`src/rtl/wb_arb_pkg.sv`:
```
// wb_arb_pkg: shared defaults, FSM encoding and round-robin pick helper
// for the 4:1 Wishbone arbiter (wb_rr_arb) and its pick sub-block.
package wb_arb_pkg;

   localparam int AW_D     = 32;
   localparam int DW_D     = 32;
   localparam int SW_D     = 4;
   localparam int TO_CYC_D = 255;
   localparam int MAX_M    = 8;

   typedef enum logic {
      IDLE = 1'b0,
      OWN  = 1'b1
   } arb_st_e;

   // Returns {found, index}. Search starts at last+1 and wraps mod n, so
   // the previous owner is considered last.
   function automatic logic [3:0] rr_pick(
      input logic [MAX_M-1:0] req,
      input logic [2:0]       last,
      input int unsigned      n
   );
      logic [3:0]  r;
      int unsigned idx;
      r   = '0;
      idx = 0;
      for (int unsigned k = 1; k <= MAX_M; k++) begin
         idx = (32'(last) + k) % n;
         if (!r[3] && k <= n && req[idx[2:0]]) begin
            r = {1'b1, idx[2:0]};
         end
      end
      return r;
   endfunction

endpackage

```
`src/rtl/wb_rr_pick.sv`:
```
// wb_rr_pick: combinational next-owner search over the CYC request vector.
// Ports: req_i (requests), last_i (previous owner), gnt_o (winner), any_o.
module wb_rr_pick
   import wb_arb_pkg::*;
#(
   parameter int NUM_M = 4,
   parameter int GW    = 2
) (
   input  logic [NUM_M-1:0] req_i,
   input  logic [GW-1:0]    last_i,
   output logic [GW-1:0]    gnt_o,
   output logic             any_o
);

   logic [MAX_M-1:0] req8;
   logic [3:0]       res;

   always_comb begin
      req8              = '0;
      req8[NUM_M-1:0]   = req_i;
      res               = rr_pick(req8, 3'(last_i), NUM_M);
      gnt_o             = GW'(res[2:0]);
      any_o             = res[3];
   end

endmodule

```
`src/rtl/wb_rr_arb.sv`:
```
// wb_rr_arb: NUM_M-master to 1-slave Wishbone arbiter/mux, round-robin,
// grant held for the whole CYC, per-owner response routing, STB watchdog.
// Ports: clk/rst; m_* master side (sliced per master); s_* slave side;
// gnt_o/gnt_vld_o current owner; to_o one-cycle watchdog expiry pulse.
module wb_rr_arb
   import wb_arb_pkg::*;
#(
   parameter int NUM_M  = 4,
   parameter int AW     = AW_D,
   parameter int DW     = DW_D,
   parameter int SW     = SW_D,
   parameter int TO_CYC = TO_CYC_D
) (
   input  logic                     clk,
   input  logic                     rst,
   input  logic [NUM_M*AW-1:0]      m_adr_i,
   input  logic [NUM_M*DW-1:0]      m_dat_i,
   input  logic [NUM_M*SW-1:0]      m_sel_i,
   input  logic [NUM_M-1:0]         m_we_i,
   input  logic [NUM_M-1:0]         m_cyc_i,
   input  logic [NUM_M-1:0]         m_stb_i,
   output logic [DW-1:0]            m_dat_o,
   output logic [NUM_M-1:0]         m_ack_o,
   output logic [NUM_M-1:0]         m_err_o,
   output logic [NUM_M-1:0]         m_rty_o,
   output logic [AW-1:0]            s_adr_o,
   output logic [DW-1:0]            s_dat_o,
   output logic [SW-1:0]            s_sel_o,
   output logic                     s_we_o,
   output logic                     s_cyc_o,
   output logic                     s_stb_o,
   input  logic [DW-1:0]            s_dat_i,
   input  logic                     s_ack_i,
   input  logic                     s_err_i,
   input  logic                     s_rty_i,
   output logic [$clog2(NUM_M)-1:0] gnt_o,
   output logic                     gnt_vld_o,
   output logic                     to_o
);

   localparam int GW = $clog2(NUM_M);

   arb_st_e     st_q;
   logic [GW-1:0] gnt_q;
   logic [GW-1:0] last_q;
   logic [7:0]  wd_q;
   logic        to_q;

   logic [GW-1:0] pick_gnt;
   logic        pick_any;
   logic        own;
   logic        cyc_g;
   logic        stb_g;
   logic        stb_s;
   logic        resp;
   int unsigned gi;

   wb_rr_pick #(
      .NUM_M (NUM_M),
      .GW    (GW)
   ) u_pick (
      .req_i  (m_cyc_i),
      .last_i (last_q),
      .gnt_o  (pick_gnt),
      .any_o  (pick_any)
   );

   assign own   = (st_q == OWN);
   assign gi    = 32'(gnt_q);
   assign cyc_g = m_cyc_i[gnt_q];
   assign stb_g = m_stb_i[gnt_q];
   // Expiry cycle blanks the strobe so the slave sees the access abandoned.
   assign stb_s = own & cyc_g & stb_g & ~to_q;
   assign resp  = s_ack_i | s_err_i | s_rty_i;

   assign gnt_o     = gnt_q;
   assign gnt_vld_o = own;
   assign to_o      = to_q;
   assign s_stb_o   = stb_s;
   assign s_cyc_o   = own & cyc_g;
   assign m_dat_o   = s_dat_i;

   always_comb begin
      s_adr_o = '0;
      s_dat_o = '0;
      s_sel_o = '0;
      s_we_o  = 1'b0;
      if (own) begin
         s_adr_o = m_adr_i[gi*AW +: AW];
         s_dat_o = m_dat_i[gi*DW +: DW];
         s_sel_o = m_sel_i[gi*SW +: SW];
         s_we_o  = m_we_i[gnt_q];
      end
   end

   always_comb begin
      m_ack_o = '0;
      m_err_o = '0;
      m_rty_o = '0;
      if (own) begin
         m_ack_o[gnt_q] = s_ack_i & stb_s;
         m_err_o[gnt_q] = (s_err_i & stb_s) | to_q;
         m_rty_o[gnt_q] = s_rty_i & stb_s;
      end
   end

   always_ff @(posedge clk or posedge rst) begin
      if (rst) begin
         st_q   <= IDLE;
         gnt_q  <= '0;
         last_q <= GW'(NUM_M - 1);
         wd_q   <= '0;
         to_q   <= 1'b0;
      end else begin
         unique case (st_q)
            IDLE: begin
               wd_q <= '0;
               to_q <= 1'b0;
               if (pick_any) begin
                  gnt_q <= pick_gnt;
                  st_q  <= OWN;
               end
            end
            OWN: begin
               if (!cyc_g) begin
                  st_q   <= IDLE;
                  last_q <= gnt_q;
                  wd_q   <= '0;
                  to_q   <= 1'b0;
               end else if (to_q) begin
                  wd_q <= '0;
                  to_q <= 1'b0;
               end else if (stb_s && !resp) begin
                  // A response in the expiry cycle suppresses the timeout.
                  if (wd_q == 8'(TO_CYC - 1)) begin
                     wd_q <= '0;
                     to_q <= 1'b1;
                  end else begin
                     wd_q <= wd_q + 8'd1;
                  end
               end else begin
                  wd_q <= '0;
               end
            end
            default: begin
               st_q <= IDLE;
            end
         endcase
      end
   end

endmodule

```
`config.mk`:
```
export PLATFORM = sky130hd
export DESIGN_NAME = wb_rr_arb
export DESIGN_NICKNAME = d
export VERILOG_FILES = /design/src/rtl/wb_arb_pkg.sv /design/src/rtl/wb_rr_pick.sv /design/src/rtl/wb_rr_arb.sv
export SDC_FILE = /design/constraint.sdc
export NUM_CORES = 1
export LEC_CHECK = 0
export CORE_AREA = 2 2 172 174
export DETAILED_ROUTE_END_ITERATION = 8
export DIE_AREA = 0 0 174 176
export HOLD_SLACK_MARGIN = 0.08
export PLACE_DENSITY_LB_ADDON = 0.12
export SLEW_MARGIN = 15
export SYNTH_ARGS = -nofsm -noshare
export SYNTH_HDL_FRONTEND = slang
export SYNTH_SLANG_ARGS = --single-unit
```
`constraint.sdc`:
```
create_clock -name clk -period 3 [get_ports clk]
set_input_delay 0.45 -clock clk [delete_from_list [all_inputs] [get_ports clk]]
set_output_delay 0.45 -clock clk [all_outputs]
set_load 0.03 [all_outputs]
```
==> insert_results.sql <==
INSERT INTO impl_metrics (metric_group, metric, value, unit) VALUES
('status', 'status', 'finished clean', ''),
('pwr', 'power.leakage', '2.596', 'nW'),
('sta', 'final_tns_setup', '0', 'ns'),
('synthesis', 'synthAdderAreaFrac', '0.007654', ''),
('critical_path', 'timing.critical_path.fanout_max', '34', ''),
('synthesis', 'post_synth_num_cell_types', '38', ''),
('placement', 'place_hpwl', '15530', 'um'),
('global_route', 'first_global_vias', '4396', ''),
('synthesis', 'synth_top_family_by_area', 'multiplexers', ''),
('routing', 'via_count', '3929', ''),
('sta', 'fin_crit_sh', '0.9594', ''),
('pwr', 'power_per_unit_of_standard_cell_area', '781.0', 'nW/um2'),
('placement', 'port_buffers', '375', ''),
('critical_path', 'cp-start-kind', 'flip-flop', ''),
('critical_path', 'timing.rr.end', 'last_q[0]', ''),
('global_route', 'grt_pass1_wl', '27170', 'um'),
('die', 'placement_rows', '62', ''),
('global_route', 'grt_overflow', '0', ''),
('clock_tree', 'worst_setup_hold_path_clk_slew', '0.05', 'ns'),
('critical_path', 'worst_r2r_startpoint', 'gnt_o[0]', ''),
('synthesis', 'synth.avg_cell_area', '11.12', 'um2'),
('clock_tree', 'clock_latency_on_the_worst_skew_pair', '0.24', 'ns'),
('die', 'floorplan.die.width', '174', 'um'),
('synthesis', 'synth-compound-area-share', '0.03712', ''),
('critical_path', 'regToRegSetupSlack', '1.17', 'ns'),
('synthesis', 'yosys-mux-area-fraction', '0.5013', ''),
('sta', 'slew_violations', '0', ''),
('synthesis', 'synth_top_area_cell', 'mux4_2', ''),
('critical_path', 'required', '2.55', 'ns'),
('synthesis', 'basic_gate_share_of_the_synthesized_area_counting_and_or_nand_and_nor_cells', '0.2246', ''),
('cells_and_area', 'antennaDiodeCount', '0', ''),
('routing', 'totalWireLength', '18380', 'um'),
('sta', 'report.final.setup_viol', '0', ''),
('routing', 'average_routed_wire_per_standard_cell', '18.17', 'um'),
('routing', 'drt-vias-per-instance', '3.882', ''),
('sta', 'fin_skew', '0.001265', 'ns'),
('synthesis', 'synth.yosys.warnings', '0', ''),
('synthesis', 'fraction_of_post_synthesis_cell_area_in_the_top_cell_type_by_area', '0.4891', ''),
('routing', 'drt_pre_antenna_iters', '4', ''),
('cells_and_area', 'layout_overhead_on_the_synthesized_area', '125.3', '%'),
('cells_and_area', 'finalNetCount', '952', ''),
('placement', 'dp.cells', '1007', ''),
('sta', 'max_slew.worst_pin.slew', '0.6535', 'ns'),
('cells_and_area', 'post_route_cells_drive_above_1_share', '0.1895', ''),
('routing', 'ant_nets', '0', ''),
('synthesis', 'post_synth_edffs', '0', ''),
('cells_and_area', 'post-route-cell-area', '7366', 'um2'),
('sta', 'timing.final.crit_period', '2.878', 'ns'),
('critical_path', 'arrival', '2.43', 'ns'),
('die', 'die_height', '176', 'um'),
('cells_and_area', 'final_instance_count_excl_fillers', '1012', ''),
('global_route', 'gr-usage-all-layers', '0.1128', ''),
('sta', 'final.hold.worst_slack', '0.5075', 'ns'),
('sta', 'finalHoldViolations', '0', ''),
('synthesis', 'asyncSetResetFlopFracSynth', '1.000', ''),
('placement', 'placement.cell_area', '7252', 'um2'),
('worst_hold_path', 'hold_path.class', 'reg -> reg', ''),
('clock_tree', 'number_of_clock_sinks', '14', ''),
('job', 'max_cap_viol_count', '0', ''),
('sta', 'rsz0062_at_grt', 'false', ''),
('die', 'initial_utilization', '0.1145', ''),
('routing', 'drt_iter0_drc', '149', ''),
('sta', 'slew_headroom', '0.5614', ''),
('critical_path', 'worstSetupEndpointType', 'output port', ''),
('clock_tree', 'ctsRootBufferMaster', 'clkbuf_16', ''),
('critical_path', 'rr_worst_depth', '4', ''),
('synthesis', 'post_synth_inst_count', '294', ''),
('die', 'total_core_area', '28550', 'um2'),
('placement', 'gp_congestion', '0.8214', ''),
('die', 'floorplan.die_area', '30620', 'um2'),
('sta', 'finalWorstSetupSlack', '0.1219', 'ns');
layout make-up:
| class | count | area, um2 | share of cell area |
|---|---|---|---|
| well taps | 384 | 480.5 | 0.06523 |
| multi-input cells | 218 | 2546 | 0.3457 |
| clock buffers | 4 | 88.84 | 0.01206 |
| flip-flops and latches | 14 | 361.6 | 0.04909 |
| repair buffers | 388 | 3874 | 0.5259 |
| inverters | 4 | 15.01 | 0.002038 |
routing by layer:
| metal | up-vias | part of all wire | track usage |
|---|---|---|---|
| met4 | 0 | 0.014 | 0.02206 |
| li1 | 1768 | - | - |
| met5 | - | 0 | 0 |
| met3 | 18 | 0.095 | 0.03596 |
| met1 | 1906 | 0.37 | 0.1244 |
| met2 | 237 | 0.52 | 0.2122 |
where the power goes:
part	switching (mW)	total, mW	internal [mW]
clock network	0.0783	0.280	0.202
logic	2.56	5.11	2.55
registers	0.118	0.364	0.246
total	2.75	5.75	3.00
cell usage after synthesis (4+ instances only):
cell	number
nor3_1	6
buf_2	11
nand2_1	7
o21ai_0	5
inv_1	4
nor2_1	10
and2_1	71
mux4_2	71
buf_4	33
nand2b_1	4
nor2b_1	4
nand3_1	6
dfrtp_1	12
clkbuf_1	14
cell usage in the layout, fill, tap and decap left out, drive strengths merged, types with 3 or more instances in the layout:
master,Yosys,layout
a211oi,3,3
nor2,10,10
o21ai,6,6
nor2b,4,4
mux4,71,71
buf,44,31
inv,4,4
nand2,7,7
or3,3,3
and2,71,71
nand3,7,7
clkdlybuf4s50,0,356
nand2b,5,5
nor3,6,6
a21oi,3,3
clkbuf,14,4
dfrtp,12,12
worst max-delay path, stage by stage (launching register included):
cell	delay (ns)
dfrtp_4	0.54
buf_16	0.28
mux4_2	0.54
and2_1	0.17
clkdlybuf4s50_1	0.59
cell families after synthesis:
| family | after synthesis |
|---|---|
| AND/OR/NAND/NOR | 122 |
| multiplexers | 74 |
| buffers and inverters | 62 |
| AO/OA/AOI/OAI | 17 |
| flip-flops | 14 |
| XOR/XNOR | 3 |
| adder cells (fa/ha/maj) | 2 |
registers in the layout, summed over array words and instances, names as in the netlist:
signal and count:
wd_q 8, to_o 1, gnt_vld_o 1, gnt_o 2
last_q 2
how the worst max path moves through the flow:
stage	start	end	slack (ns)	cells past startpoint
2_1_floorplan	gnt_o[0]	m_ack_o[0]	0.16	4
3_3_place_gp	m_cyc_i[3]	m_err_o[0]	0.17	5
3_5_place_dp	m_cyc_i[3]	m_err_o[1]	0.14	5
5_1_grt	gnt_o[0]	s_adr_o[6]	0.0003	4
4_1_cts	gnt_o[0]	s_adr_o[14]	0.04	4
6_report	gnt_o[0]	s_dat_o[1]	0.12	4
per-stage QoR:
stage               power (mW)  utilization
floorplan                3.536            -
global placement         5.554       0.2540
detailed placement       5.546       0.2540
CTS                      5.856       0.2571
global route             6.106       0.2580
finish                   5.752       0.2580
repair_timing:
item,CTS,global route
hold endpoints to repair,0,0
resized for setup,0,3
buffers inserted,0,1
setup endpoints to repair,0,25
(Power assumes the default switching activity.)
